[src/rtl/sbox_stream.sv]
// sbox_stream: 4-direction CGRA switch box with per-input FIFOs, valid/ready channels
// and multicast routing; a word retires only once every subscribing output has taken it.
module sbox_stream #(
  parameter int W = 32,
  parameter int DEPTH = 2
) (
  input  logic           clk,
  input  logic           reset,
  input  logic           cfg_we,
  input  logic [11:0]    cfg_data,
  input  logic [4*W-1:0] in_data,
  input  logic [3:0]     in_valid,
  output logic [3:0]     in_ready,
  output logic [4*W-1:0] out_data,
  output logic [3:0]     out_valid,
  input  logic [3:0]     out_ready
);
  localparam int AW = $clog2(DEPTH);
  localparam logic [2:0] SEL_OFF = 3'd4;
  logic [2:0]   sel [4];
  logic [W-1:0] mem [4][DEPTH];
  logic [AW-1:0] wp [4];
  logic [AW-1:0] rp [4];
  logic [AW:0]  cnt [4];
  logic [3:0]   taken, fire, push, pop, nempty, sub, done;
  always_comb begin
    nempty = '0;
    in_ready = '0;
    out_valid = '0;
    out_data = '0;
    sub = '0;
    done = '1;
    for (int i = 0; i < 4; i++) begin
      nempty[i] = cnt[i] != '0;
      in_ready[i] = cnt[i] != (AW+1)'(DEPTH);
    end
    for (int o = 0; o < 4; o++) begin
      out_valid[o] = !sel[o][2] && nempty[sel[o][1:0]] && !taken[o];
      out_data[W*o +: W] = out_valid[o] ? mem[sel[o][1:0]][rp[sel[o][1:0]]] : '0;
    end
    fire = out_valid & out_ready;
    // an input pops once every subscriber has either fired now or fired earlier
    for (int o = 0; o < 4; o++) begin
      sub[sel[o][1:0]] = sub[sel[o][1:0]] | !sel[o][2];
      done[sel[o][1:0]] = done[sel[o][1:0]] & (sel[o][2] | fire[o] | taken[o]);
    end
    pop = nempty & sub & done;
    push = in_valid & in_ready;
  end
  always_ff @(posedge clk or negedge reset) begin
    if (!reset) begin
      for (int i = 0; i < 4; i++) begin
        sel[i] <= SEL_OFF;
        wp[i] <= '0;
        rp[i] <= '0;
        cnt[i] <= '0;
      end
      taken <= '0;
    end else begin
      for (int i = 0; i < 4; i++) begin
        wp[i] <= wp[i] + AW'(push[i]);
        rp[i] <= rp[i] + AW'(pop[i]);
        cnt[i] <= cnt[i] + (AW+1)'(push[i]) - (AW+1)'(pop[i]);
      end
      for (int o = 0; o < 4; o++) begin
        sel[o] <= cfg_we ? cfg_data[3*o +: 3] : sel[o];
        taken[o] <= !cfg_we && !(!sel[o][2] && pop[sel[o][1:0]]) && (taken[o] | fire[o]);
      end
    end
  end
  always_ff @(posedge clk) begin
    for (int i = 0; i < 4; i++)
      if (push[i]) mem[i][wp[i]] <= in_data[W*i +: W];
  end
endmodule

[config.mk]
export PLATFORM = sky130hd
export DESIGN_NAME = sbox_stream
export DESIGN_NICKNAME = d
export VERILOG_FILES = /design/src/rtl/sbox_stream.sv
export SDC_FILE = /design/constraint.sdc
export NUM_CORES = 1
export LEC_CHECK = 0
export BUFFER_PORTS_ARGS = -buffer_cell sky130_fd_sc_hd__buf_4
export CAP_MARGIN = 20
export CORE_MARGIN = 2
export CORE_UTILIZATION = 40
export DETAILED_ROUTE_END_ITERATION = 16
export GPL_TIMING_DRIVEN = 0
export SLEW_MARGIN = 30
export SYNTH_ARGS = -nofsm -noshare
export SYNTH_HDL_FRONTEND = slang
export SYNTH_SLANG_ARGS = --single-unit
[constraint.sdc]
create_clock -name clk -period 3 [get_ports clk]
set_input_delay 0.15 -clock clk [delete_from_list [all_inputs] [get_ports clk]]
set_output_delay 0.15 -clock clk [all_outputs]
set_load 0.01 [all_outputs]
# Word level (Yosys, flattened, before mapping)
# Memories as Yosys holds them, arrays and structs flattened.
# Index checks and enable logic that the tools add are counted.
dict set report word_totals {
  regBits 32
  ramBits 256
  inputBits 151
  output_inout_bits 136
  word_cells 236
  memories 1
}
dict set report op_classes {
  add_sub_neg 16
  n_lt_le_gt_ge 24
  eq_ne 4
  muxes 90
  bitwise_logic 39
  n_reduce_logical 45
}
# memory words word_bits read_ports rd_clocked_by_memory_dff wr line_no
set mem_list {}
lappend mem_list {mem 4 64 4 0 4 21} ;# logic [W-1:0] mem [4][DEPTH];
# op count
set ops {}
lappend ops {{two-way mux 32 bit} 20}
lappend ops {{two-way mux 64 bit} 4}
lappend ops {{demux 32 bit (select 1 bit)} 4}
lappend ops {{binary-select mux 1 bit (select 2 bit)} 20}
lappend ops {{two-way mux 1 bit} 32}
lappend ops {{logical AND 1 bit} 28}
lappend ops {{bitwise mux 4 bit} 6}
lappend ops {{bitwise AND 4 bit} 5}
lappend ops {{>= comparator 2 bit (second input constant)} 8}
lappend ops {{inverter 1 -> 2 bit} 8}
lappend ops {{bitwise OR 1 bit} 16}
lappend ops {{logical NOT 1 bit} 13}
lappend ops {{>= comparator 3 bit (second input constant)} 4}
lappend ops {{< comparator 2 x 3 -> 1 bit (second input constant)} 4}
lappend ops {{inverter 2 -> 3 bit} 4}
lappend ops {{adder 1 bit} 8}
lappend ops {{adder 2 x 1 -> 2 bit} 4}
lappend ops {{demux 1 bit (select 2 bit)} 4}
lappend ops {{>= comparator 2 x 1 -> 1 bit (second input constant)} 4}
lappend ops {{< comparator 2 x 1 -> 1 bit (second input constant)} 4}
lappend ops {{!= test 2 bit (second input constant)} 4}
lappend ops {{nonzero test 2 bit} 4}
lappend ops {{subtractor 2 x 1 -> 2 bit} 4}
lappend ops {{bitwise AND 1 bit} 4}
lappend ops {{other kinds (2)} 2}

# Depth between registers and ports, before layout
dict set report logic_depth {
  ltp_word 29
  mapped_depth 11
  ltp_nobuf 10
}

# Worst setup path before layout
# No wires, ideal clock.
dict set report synth_path {
  kind {register -> register}
  start {reg sel[3] (netlist bit)}
  end {reg cnt[7] (netlist bit)}
  setup_time_ps 123
  arrival_time_ps 2308
  t_required_ps 2877
  slack_ps 569
  path_stages_with_launch 12
  path_buffers 1
  period_less_slack_ps 2431
  path_cell_list {dfrtp_1 > buf_4 > or2_2 > o221a_2 > a211o_1 > nand4_1 > inv_1 > ha_1 > inv_1 > ha_1 > xnor2_1 > xnor2_1}
}
dict set report synth_between {
  elab_chain_len 15
  elab_cells_between_ends 31
  classes_between {add/sub: 1; order compare: 2; mux: 16; bitwise: 9; reduce/logical: 3}
}
# item line_no
set synth_rtl {}
lappend synth_rtl {{start, declared} 20} ;# logic [2:0] sel [4];
lappend synth_rtl {{start signal, assigned by index} 66} ;# sel[o] <= cfg_we ? cfg_data[3*o +: 3] : sel[o];
lappend synth_rtl {{binary-select mux 1 bit (select 2 bit)} 38} ;# out_valid[o] = !sel[o][2] && nempty[sel[o][1:0]] && !taken[o];
lappend synth_rtl {{two-way mux 1 bit (implied by the code)} 38}
lappend synth_rtl {{logical AND 1 bit (2 in a row)} 38}
lappend synth_rtl {{bitwise AND 4 bit} 41} ;# fire = out_valid & out_ready;
lappend synth_rtl {{bitwise OR 1 bit (2 in a row)} 45} ;# done[sel[o][1:0]] = done[sel[o][1:0]] & (sel[o][2] | fire[o] | taken[o]);
lappend synth_rtl {{bitwise AND 1 bit} 45}
lappend synth_rtl {{bitwise mux 4 bit} 45}
lappend synth_rtl {{binary-select mux 1 bit (select 2 bit)} 45}
lappend synth_rtl {{two-way mux 1 bit (implied by the code)} 45}
lappend synth_rtl {{bitwise AND 1 bit} 45}
lappend synth_rtl {{bitwise mux 4 bit} 45}
lappend synth_rtl {{bitwise AND 4 bit *} 47} ;# pop = nempty & sub & done;
lappend synth_rtl {{subtractor 2 x 1 -> 2 bit *} 63} ;# cnt[i] <= cnt[i] + (AW+1)'(push[i]) - (AW+1)'(pop[i]);
lappend synth_rtl {{end signal, assigned by index} 63}
lappend synth_rtl {{end, declared} 24} ;# logic [AW:0] cnt [4];
# Mark *: on every way between the ends. The rest lies on a longest branch, timed or not. The select of a mux whose other input is x is not followed.
# A chain may end at the register's enable or synchronous reset.

# Worst setup path in the final report
dict set report layout_path {
  start {reg sel[0] (netlist bit)}
  end {out out_data[112]}
}
dict set report layout_between {
  elab_chain_len 9
  elab_cells_between_ends 14
  classes_between {mux: 9; bitwise: 2; reduce/logical: 2; memory: 1}
}
# item line_no
set layout_rtl {}
lappend layout_rtl {{inverter 2 -> 3 bit (implied by the code)} 39} ;# out_data[W*o +: W] = out_valid[o] ? mem[sel[o][1:0]][rp[sel[o][1:0]]] : '0;
lappend layout_rtl {{binary-select mux 1 bit (select 2 bit)} 39}
lappend layout_rtl {{two-way mux 1 bit (implied by the code) (2 in a row)} 39}
lappend layout_rtl {{inverter 1 -> 2 bit (implied by the code)} 39}
lappend layout_rtl {{two-way mux 32 bit (implied by the code) (3 in a row)} 39}
lappend layout_rtl {{two-way mux 32 bit *} 39}
lappend layout_rtl {{end, declared} 14} ;# output logic [4*W-1:0] out_data,
# Marked as above.

==> summary.txt <==
HP Class: in2reg
largest family of logic cells by synthesized area: multiplexers
FILL cells: 3682
Routed WL: 66.0 mm
clk sinks: 288
TNS Setup: 0 ns
Fmax achieved: 335 MHz
critical path launch point type: register
adder-cell share of the synthesized area: 1.12%
Mapped Area: 17900 um2
outcome: finished clean
Final Setup Violations: 0
vias in the first global route: 13900
Final Hold Vio Count: 0
Vias/cell: 6.07
core area: 44200 um2
actual slew at the worst max-slew pin: 0.970 ns
asr flop ratio synth: 11.1%
Relative slew margins: 35.3%
R2R cell count: 10
CP arrival: 2.84 ns
top cells by area, synth: edfxtp_1 43%, mux4_2 33%, mux2i_1 7.3%, dfrtp_1 3.9%, nor2_1 3.1%
sequential cell area fraction in the yosys report: 47.4%
XOR/XNOR Fraction of Synth Area: 0.587%
pwr dens: 827 nW/um2
drt pass-1 iters: 5
initial antenna violation count: 2
leading register cell type out of synthesis: edfxtp_1
Required @ worst endpoint: 2.85 ns
Crit. End Element: output port
Post-Synth Simple-Gate Area: 5.10%
nets: 1740
CTS H-tree depth: 2
Area growth, synth to finish: 33.2%
top post-synthesis cells by count: 262 x mux4_2, 256 x edfxtp_1, 147 x nor2_1
Post-CTS Setup Inserts: 0
layout cells sized above 1: 46.0%
Reg area: 8490 um2
All-Layer GR Usage: 28.4%
Yosys warnings: 0
crit path cell chain: buf_2, inv_2, mux4_2, or3_4, clkbuf_8, nor2_1, buf_4
Final Non-Filler Cells: 2187
CTS Root Cell: clkbuf_16
Worst R2R Setup Slack: 0.15 ns
Die Width: 216 um
Synth Area in Compound Gates: 2.13%
Synth area leader: edfxtp_1
crit path from: sel[0]
clock latency on the worst-skew pair: 0.56 ns
first-pass GRT wire length: 93.4 mm
DP Wirelength: 44.5 mm
Critical Path Max Stage Delay: 0.53 ns
CTS Buffer Depth: 3
slowest CP cell: mux4_2
RSZ-0062 raised after global routing: true
library cells used by synthesis: 65
Syn Inst Count: 1102
WL/cell: 30.2 um
CTS Buf Count: 35
Antenna Nets Post-Route: 0
initial core utilization: 40.5%
number of synthesized register bits: 288
Max VDD drop: 0.000417 V
critical path class: reg2out
initial DRC count: 1487
critical path endpoint: out_data[112]
most frequent cell after synthesis: mux4_2
CP Buf/Inv Count: 4
pin count of the biggest net entering global routing: 33
GRT overflow: 0
Worst Path Max Fanout: 10
total die area: 46500 um2
final period utilization: 99.5%
Crit Reg-Reg Startpoint: sel[4]
critical path depth in cells: 7
# rows: 77
EDFF count, synth: 256
Post-route DRC: 0
hold slack: 0.0824 ns
area of the multi-input gates: 9010 um2
CTS tree: yes
Ports: 287
final core occ: 54.0%
Static Leak: 9.02 nW
die height: 216 um
post-synthesis mux area share: 40.6%
Clock Skew: 0.0300 ns
reg-to-reg critical path endpoint: cnt[5]
clock slew at reported path FFs: 0.05 ns
Syn Area/Cell: 16.3 um2
post-synth top area share: 42.9%
fin crit period: 2.99 ns
family with the most delay on the worst path: buffers and inverters
post-placement cell count: 1988
Vias: 13300
Final GP Congestion: 0.886
pins over their slew limit: 0
Mapped Nets: 1269
Port Buf Inserts: 286
maxcap violations: 0
==> how the worst min path moves through the flow <==
stage	start	end	slack, ns	depth (start not counted)
after floorplan	reset	cnt[0]	-0.15	0
after global placement	reset	wp[3]	0.12	1
after detailed placement	reset	cnt[6]	0.12	1
after CTS	out_ready[0]	taken[0]	0.05	4
after global routing	out_ready[1]	taken[1]	0.08	4
final	out_ready[1]	taken[1]	0.08	4
==> routing by layer <==
| layer | global-route usage (%) | part of all wire (%) | vias up |
|---|---|---|---|
| li1 | - | - | 5490 |
| met1 | 36.4 | 38 | 6822 |
| met2 | 46.9 | 49 | 825 |
| met3 | 6.40 | 9.4 | 144 |
| met4 | 11.4 | 3.7 | 0 |
| met5 | 0 | 0 | - |
==> layout by cell type, fill, tap and decap left out, types with 10 or more instances in the layout <==
cell type and instances:
dfrtp_1 27, inv_1 24, clkbuf_2 11, clkbuf_16 37, clkbuf_1 19, nand2_1 15, nor2_1 142, buf_4 318
xnor2_1 10, dlygate4sd3_1 143, buf_2 22, mux4_2 262, edfxtp_1 256, mux2i_1 130
==> through the flow <==
step / total power, mW / instance area, um2 / worst slack, ns
global placement: 14.8 / 20800 / -0.304
global route: 20.5 / 23900 / -0.00204
finish: 19.8 / 23900 / 0.0144
detailed placement: 15.2 / 21100 / -0.0957
floorplan: 11.2 / 17900 / 0.569
CTS: 19.7 / 23800 / 0.0117
==> flip-flops by register name, indices dropped and copies added, names as in the netlist <==
| name | count |
|---|---|
| mem | 256 |
| cnt | 8 |
| sel | 12 |
| rp | 4 |
| wp | 4 |
| taken | 4 |
==> what timing repair did <==
action                                 in CTS  in global routing
hold buffers                              143                  0
resized for setup                          82                 28
endpoints found under the hold margin     303                  0
setup endpoints to repair                 130                 41
==> power by group <==
group	switching (mW)	leakage, nW	total [mW]	internal (mW)
registers	0.792	2.76	6.30	5.51
logic	4.88	5.70	9.16	4.28
clock network	1.70	0.561	4.29	2.59
==> kinds of logic after synthesis <==
family / count (synthesis)
flops: 288
xor+xnor: 12
mux: 399
compound gates: 50
simple gates: 207
fa+ha+maj: 16
buf+inv: 130
==> worst min-delay path: cells and delay by family <==
kind,cells,cell delay [ns]
AO/OA/AOI/OAI,2,0.24
buffers and inverters,1,0.14
AND/OR/NAND/NOR,1,0.05
==> layout make-up <==
type	instances	area share, %
multi-input combinational	684	37.8
sequential	288	35.6
timing repair buffer	437	15.7
clock buffer	42	3.96
tap	592	3.10
buffer	97	2.64
clock inverter	15	0.818
inverter	30	0.472
antenna	2	0.0210
No activity file was read; power rests on OpenSTA's default activity.
